### src/rtl/clk_gen_pkg.sv
// Shared encodings for the multi-channel programmable clock generator.
package clk_gen_pkg;

    typedef enum logic [1:0] {
        MODE_OFF   = 2'd0,
        MODE_CONT  = 2'd1,
        MODE_BURST = 2'd2,
        MODE_STEP  = 2'd3
    } mode_t;

    typedef enum logic {
        ST_IDLE = 1'b0,
        ST_RUN  = 1'b1
    } ch_state_t;

    localparam int RST_DIV  = 2;
    localparam int RST_HIGH = 1;

endpackage

### src/rtl/clk_gen_channel.sv
// One clock-generator channel: holds its configuration and produces a
// continuous, burst or single-period clock with graceful stop.
module clk_gen_channel
    import clk_gen_pkg::*;
#(
    parameter int DIV_BITS = 16,
    parameter int CNT_BITS = 32
) (
    input  logic                clk,
    input  logic                reset,
    input  logic                cfg_load,
    input  logic [1:0]          cfg_mode,
    input  logic [DIV_BITS-1:0] cfg_div,
    input  logic [DIV_BITS-1:0] cfg_high,
    input  logic [CNT_BITS-1:0] cfg_count,
    input  logic                start,
    input  logic                stop,
    output logic                clk_o,
    output logic                busy,
    output logic                done
);

    ch_state_t           state_reg, state_next;
    mode_t               mode_reg, mode_next, run_mode_reg, run_mode_next;
    logic [DIV_BITS-1:0] div_reg, div_next, high_reg, high_next;
    logic [CNT_BITS-1:0] count_reg, count_next;
    logic [DIV_BITS-1:0] run_period_reg, run_period_next, run_high_reg, run_high_next;
    logic [DIV_BITS-1:0] phase_reg, phase_next, phase_inc;
    logic [CNT_BITS-1:0] remaining_reg, remaining_next;
    logic                stop_pend_reg, stop_pend_next;
    logic                clk_o_reg, clk_o_next, done_reg, done_next;
    logic [DIV_BITS-1:0] eff_period, eff_period_m1, eff_high;
    logic                last_period;

    // Period/high are sanitised once at start so a running channel never
    // sees a degenerate (all-high or all-low) waveform.
    always_comb begin
        eff_period    = (div_reg < DIV_BITS'(2)) ? DIV_BITS'(2) : div_reg;
        eff_period_m1 = eff_period - DIV_BITS'(1);
        if (high_reg == '0)
            eff_high = DIV_BITS'(1);
        else if (high_reg > eff_period_m1)
            eff_high = eff_period_m1;
        else
            eff_high = high_reg;
    end

    always_ff @(posedge clk) begin
        if (reset) begin
            state_reg      <= ST_IDLE;
            mode_reg       <= MODE_OFF;
            div_reg        <= DIV_BITS'(RST_DIV);
            high_reg       <= DIV_BITS'(RST_HIGH);
            count_reg      <= '0;
            run_mode_reg   <= MODE_OFF;
            run_period_reg <= DIV_BITS'(RST_DIV);
            run_high_reg   <= DIV_BITS'(RST_HIGH);
            phase_reg      <= '0;
            remaining_reg  <= '0;
            stop_pend_reg  <= 1'b0;
            clk_o_reg      <= 1'b0;
            done_reg       <= 1'b0;
        end else begin
            state_reg      <= state_next;
            mode_reg       <= mode_next;
            div_reg        <= div_next;
            high_reg       <= high_next;
            count_reg      <= count_next;
            run_mode_reg   <= run_mode_next;
            run_period_reg <= run_period_next;
            run_high_reg   <= run_high_next;
            phase_reg      <= phase_next;
            remaining_reg  <= remaining_next;
            stop_pend_reg  <= stop_pend_next;
            clk_o_reg      <= clk_o_next;
            done_reg       <= done_next;
        end
    end

    always_comb begin
        state_next      = state_reg;
        mode_next       = mode_reg;
        div_next        = div_reg;
        high_next       = high_reg;
        count_next      = count_reg;
        run_mode_next   = run_mode_reg;
        run_period_next = run_period_reg;
        run_high_next   = run_high_reg;
        phase_next      = phase_reg;
        remaining_next  = remaining_reg;
        stop_pend_next  = stop_pend_reg;
        clk_o_next      = clk_o_reg;
        done_next       = 1'b0;
        phase_inc       = phase_reg + DIV_BITS'(1);
        last_period     = stop || stop_pend_reg ||
                          (run_mode_reg != MODE_CONT && remaining_reg == CNT_BITS'(1));

        if (cfg_load) begin
            mode_next  = mode_t'(cfg_mode);
            div_next   = cfg_div;
            high_next  = cfg_high;
            count_next = cfg_count;
        end

        case (state_reg)
            ST_IDLE: begin
                clk_o_next     = 1'b0;
                stop_pend_next = 1'b0;
                if (start && !stop && mode_reg != MODE_OFF) begin
                    if (mode_reg == MODE_BURST && count_reg == '0) begin
                        done_next = 1'b1;
                    end else begin
                        state_next      = ST_RUN;
                        run_mode_next   = mode_reg;
                        run_period_next = eff_period;
                        run_high_next   = eff_high;
                        phase_next      = '0;
                        clk_o_next      = 1'b1;
                        remaining_next  = (mode_reg == MODE_BURST) ? count_reg : CNT_BITS'(1);
                    end
                end
            end
            ST_RUN: begin
                if (stop)
                    stop_pend_next = 1'b1;
                // Decisions to stop are only taken at a period boundary.
                if (phase_reg == run_period_reg - DIV_BITS'(1)) begin
                    if (last_period) begin
                        state_next     = ST_IDLE;
                        clk_o_next     = 1'b0;
                        done_next      = 1'b1;
                        stop_pend_next = 1'b0;
                    end else begin
                        phase_next = '0;
                        clk_o_next = 1'b1;
                        if (run_mode_reg != MODE_CONT)
                            remaining_next = remaining_reg - CNT_BITS'(1);
                    end
                end else begin
                    phase_next = phase_inc;
                    clk_o_next = (phase_inc < run_high_reg);
                end
            end
            default: state_next = ST_IDLE;
        endcase
    end

    assign clk_o = clk_o_reg;
    assign busy  = (state_reg == ST_RUN);
    assign done  = done_reg;

endmodule

### src/rtl/clk_gen_multi.sv
// Multi-channel clock generator: configuration write decode and error
// reporting around NCH independent channels.
module clk_gen_multi
    import clk_gen_pkg::*;
#(
    parameter int NCH      = 4,
    parameter int DIV_BITS = 16,
    parameter int CNT_BITS = 32,
    localparam int CH_W    = (NCH > 1) ? $clog2(NCH) : 1
) (
    input  logic                clk,
    input  logic                reset,
    input  logic                cfg_we,
    input  logic [CH_W-1:0]     cfg_ch,
    input  logic [1:0]          cfg_mode,
    input  logic [DIV_BITS-1:0] cfg_div,
    input  logic [DIV_BITS-1:0] cfg_high,
    input  logic [CNT_BITS-1:0] cfg_count,
    input  logic [NCH-1:0]      start,
    input  logic [NCH-1:0]      stop,
    output logic [NCH-1:0]      clk_o,
    output logic [NCH-1:0]      busy,
    output logic [NCH-1:0]      done,
    output logic                cfg_err
);

    logic [NCH-1:0] cfg_load;
    logic           ch_valid, target_busy, cfg_accept;
    logic           cfg_err_reg, cfg_err_next;

    // Explicit search avoids an out-of-range index when NCH is not a power of two.
    always_comb begin
        target_busy = 1'b0;
        for (int i = 0; i < NCH; i++)
            if (cfg_ch == CH_W'(i))
                target_busy = busy[i];
    end

    assign ch_valid     = (int'(cfg_ch) < NCH);
    assign cfg_accept   = cfg_we && ch_valid && !target_busy;
    assign cfg_err_next = cfg_we && !cfg_accept;

    always_ff @(posedge clk) begin
        if (reset)
            cfg_err_reg <= 1'b0;
        else
            cfg_err_reg <= cfg_err_next;
    end

    assign cfg_err = cfg_err_reg;

    generate
        for (genvar gi = 0; gi < NCH; gi++) begin : g_ch
            assign cfg_load[gi] = cfg_accept && (cfg_ch == CH_W'(gi));

            clk_gen_channel #(
                .DIV_BITS (DIV_BITS),
                .CNT_BITS (CNT_BITS)
            ) u_ch (
                .clk       (clk),
                .reset     (reset),
                .cfg_load  (cfg_load[gi]),
                .cfg_mode  (cfg_mode),
                .cfg_div   (cfg_div),
                .cfg_high  (cfg_high),
                .cfg_count (cfg_count),
                .start     (start[gi]),
                .stop      (stop[gi]),
                .clk_o     (clk_o[gi]),
                .busy      (busy[gi]),
                .done      (done[gi])
            );
        end
    endgenerate

endmodule
### config.mk
export PLATFORM = sky130hd
export DESIGN_NAME = clk_gen_multi
export DESIGN_NICKNAME = d
export VERILOG_FILES = /design/src/rtl/clk_gen_pkg.sv /design/src/rtl/clk_gen_channel.sv /design/src/rtl/clk_gen_multi.sv
export SDC_FILE = /design/constraint.sdc
export NUM_CORES = 2
export LEC_CHECK = 0
export CAP_MARGIN = 30
export CORE_ASPECT_RATIO = 1.4
export CORE_MARGIN = 2
export CORE_UTILIZATION = 35
export DETAILED_ROUTE_END_ITERATION = 7
export PLACE_DENSITY = 0.54
export REMOVE_ABC_BUFFERS = 1
export SETUP_SLACK_MARGIN = 0.4
export SYNTH_ARGS = -nofsm -noshare
export SYNTH_HDL_FRONTEND = slang
export SYNTH_SLANG_ARGS = --single-unit
### constraint.sdc
create_clock -name clk -period 4.7 [get_ports clk]
set_input_delay 0.94 -clock clk [delete_from_list [all_inputs] [get_ports clk]]
set_output_delay 0.94 -clock clk [all_outputs]
set_load 0.005 [all_outputs]
==> results.sh <==
export IMPL_combPwrFrac_pct=15.3
export IMPL_die_area_mm2=0.0982
export IMPL_yosysWarningCount=0
export IMPL_antenna_found_initial=1
export IMPL_synth_fa_ha_area_share_pct=5.38
export IMPL_gp_congestion=0.887
export IMPL_synth_simple_area_share_pct=26.1
export IMPL_drt_iter0_drc=2198
export IMPL_drive_above_1_share_pct=7.58
export IMPL_p_sw_mw=3.62
export IMPL_seqCellArea_mm2=0.0122
export IMPL_ctsHoldBuffers=0
export IMPL_setup_violations_final=0
export IMPL_htreeDepth=3
export IMPL_synthCells=4337
export IMPL_p_leak_nw=14.0
export IMPL_clkPwrFrac_pct=42.8
export IMPL_clk_path_buf_depth=3
export IMPL_syn_to_final_growth_pct=14.4
export IMPL_worst_setup_path_end_kind="register"
export IMPL_hpwl_um=80400
export IMPL_critPathArrivalTime_ns=4.78
export IMPL_synth_compound_area_share_pct=19.7
export IMPL_synth_top_family_by_area="simple AND/OR/NAND/NOR gates"
export IMPL_seqPwrFrac_pct=41.8
export IMPL_io_pins=92
export IMPL_yosys_area_share_xor_xnor_pct=5.83
export IMPL_slew_limit_headroom_pct=24.7
export IMPL_ant_nets=0
export IMPL_nets=4535
export IMPL_final_cells=5577
export IMPL_hold_viol_final=0
export IMPL_worstMarginPinSlew_ns=1.12
export IMPL_min_period_ns=4.25
export IMPL_ff2ff_setup_slack_ns=0.45
export IMPL_vias=30953
export IMPL_muxShareOfSynthArea_pct=1.58
export IMPL_synth_distinct_cells=93
export IMPL_fin_skew_ns=0.0156
export IMPL_antenna_cells=0
export IMPL_core_mm2=0.0951
export IMPL_first_pass_iters=7
export IMPL_drt_total_wl_um=113000
export IMPL_cts_tree="yes"
export IMPL_hold_path_class="reg -> reg"
export IMPL_status="complete, no violations"
export IMPL_place_area_mm2=0.0355
export IMPL_portBuffers=91
export IMPL_finalMaxSlewViolations=0
export IMPL_post_drt_wl_per_cell_um=20.3
export IMPL_yosysSeqAreaShare_pct=36.4
export IMPL_cts_sinks=609
export IMPL_grt_overflow=0
export IMPL_p_int_mw=9.32
export IMPL_fin_crit_sh_pct=90.4
export IMPL_ir_drop_uv=244
export IMPL_clk_pin_slew_worst_paths_ns=0.06
export IMPL_placed_cells=5446
export IMPL_syn_avg_cell_area_um2=7.72
export IMPL_drc=0
export IMPL_clk_latency_ns=0.64
export IMPL_critPathKind="reg -> reg"
export IMPL_ys_ff_latch=609
export IMPL_grt_use_total_pct=22.5
export IMPL_synth_ff_type="dfxtp_1"
export IMPL_rsz0062_at_grt="true"
export IMPL_path_max_fanout=7
export IMPL_die_h_um=370
export IMPL_fin_util_pct=40.3
export IMPL_p_sw_share_pct=28.0
export IMPL_startpoint_type="register"
export IMPL_grt_pass1_vias=29003
export IMPL_start_util_pct=35.2
export IMPL_cts_made_buffers=67
export IMPL_viasPerCell=5.55
export IMPL_synth_edff_count=0
export IMPL_p_per_area_mw_per_mm2=338
export IMPL_grt_max_degree=120
export IMPL_async_flop_share_pct=0
export IMPL_netlist_area_mm2=0.0335
export IMPL_cts_root_buf="clkbuf_16"
export IMPL_die_w_um=265
export IMPL_grt_pass1_wl_um=174000
export IMPL_design_area_mm2=0.0383
export IMPL_multi_input_area_mm2=0.0200
export IMPL_rows=134
export IMPL_fmax_mhz=235
export IMPL_cp_required_ns=5.23
export IMPL_maxCapViolCount=0
export IMPL_nFillCells=9601
[critical path, stage by stage (launching register included)]
cell and delay (ns):
dfxtp_4 0.35, or4_4 0.57, nor4_4 0.25, nor2b_4 0.22
buf_4 0.16, and3_1 0.19, nor2_1 0.09, ha_4 0.19
buf_4 0.14, xnor2_1 0.29, ha_1 0.30, nand3_2 0.09
a21oi_2 0.04, o31ai_1 0.27, a21boi_1 0.11, o21ai_1 0.18
a21oi_2 0.11, clkbuf_4 0.19, and2_1 0.17, o32ai_1 0.22
[cell families after synthesis]
family          after synthesis
buf+inv                     421
simple gates               1870
mux                          50
compound gates             1020
fa+ha+maj                   144
flops                       609
xor+xnor                    223
[path summary, 6_finish.rpt]
kind                                     start                      endpoint  cells past startpoint
hold reg to reg   g_ch[1].u_ch.run_mode_reg[1]  g_ch[1].u_ch.run_mode_reg[1]                      2
setup reg to reg       g_ch[3].u_ch.div_reg[3]  g_ch[3].u_ch.run_high_reg[4]                     19
setup / recovery       g_ch[3].u_ch.div_reg[3]  g_ch[3].u_ch.run_high_reg[4]                     19
hold / removal    g_ch[1].u_ch.run_mode_reg[1]  g_ch[1].u_ch.run_mode_reg[1]                      2
[cell usage after synthesis, types with 69 or more instances]
library cell	number	area [um^2]
clkbuf_1	254	953
dfxtp_1	609	12200
nor3_1	171	856
xnor2_1	118	1030
nand2_1	807	3030
ha_1	144	1800
o21ai_0	110	551
nor2_1	320	1200
inv_1	116	435
nor4_1	106	663
a21oi_1	427	2140
nand3_1	112	561
o31ai_1	69	518
xor2_1	105	920
[per-stage QoR]
stage / power [mW] / setup TNS, ns / setup WS, ns / hold slack, ns
floorplan: 6.66 / -51.93 / -0.495 / 0.425
global placement: 7.35 / 0 / 0.192 / 0.439
detailed placement: 7.36 / 0 / 0.128 / 0.442
CTS: 13.0 / 0 / 0.402 / 0.451
global route: 13.5 / 0 / 0.284 / 0.468
finish: 12.9 / 0 / 0.452 / 0.449
[power by group through the flow]
stage,Sequential [mW],Clock (mW),Combinational (mW)
5_1_grt,5.42,5.86,2.19
3_5_place_dp,5.52,0,1.84
6_report,5.41,5.54,1.98
3_3_place_gp,5.52,0,1.82
4_1_cts,5.41,5.67,1.87
2_1_floorplan,5.48,0,1.18
[timing repair]
action | in CTS | in global routing
pin swaps | 1 | 25
setup endpoints to repair | 62 | 64
setup buffers | 1 | 16
endpoints found under the hold margin | 0 | 0
cloned | 1 | 2
gates resized for setup | 15 | 69
[layout by cell type (no fill, tap or decap), types with 103 or more instances in the layout]
cell | Yosys | final
inv_1 | 116 | 115
ha_1 | 144 | 140
dfxtp_1 | 609 | 603
nor2_1 | 320 | 318
nand3_1 | 112 | 110
o21ai_0 | 110 | 105
nand2_1 | 807 | 806
buf_4 | 15 | 103
xor2_1 | 105 | 103
nor3_1 | 171 | 165
xnor2_1 | 118 | 117
a21oi_1 | 427 | 421
[cell type report]
cell class	instances	share of cell area, %
flip-flops and latches	609	31.9
clock buffers	91	5.18
well taps	1224	4.00
repair buffers	207	4.82
clock inverters	19	0.683
inverters	120	1.18
multi-input cells	3307	52.3
[routing by layer]
layer	routed length (um)	up-vias	global-route usage, %
li1	-	15326	-
met1	49800	14706	28.9
met2	54600	737	38.3
met3	4660	184	2.57
met4	4220	0	8.78
met5	0	-	0
(Power assumes the default switching activity.)
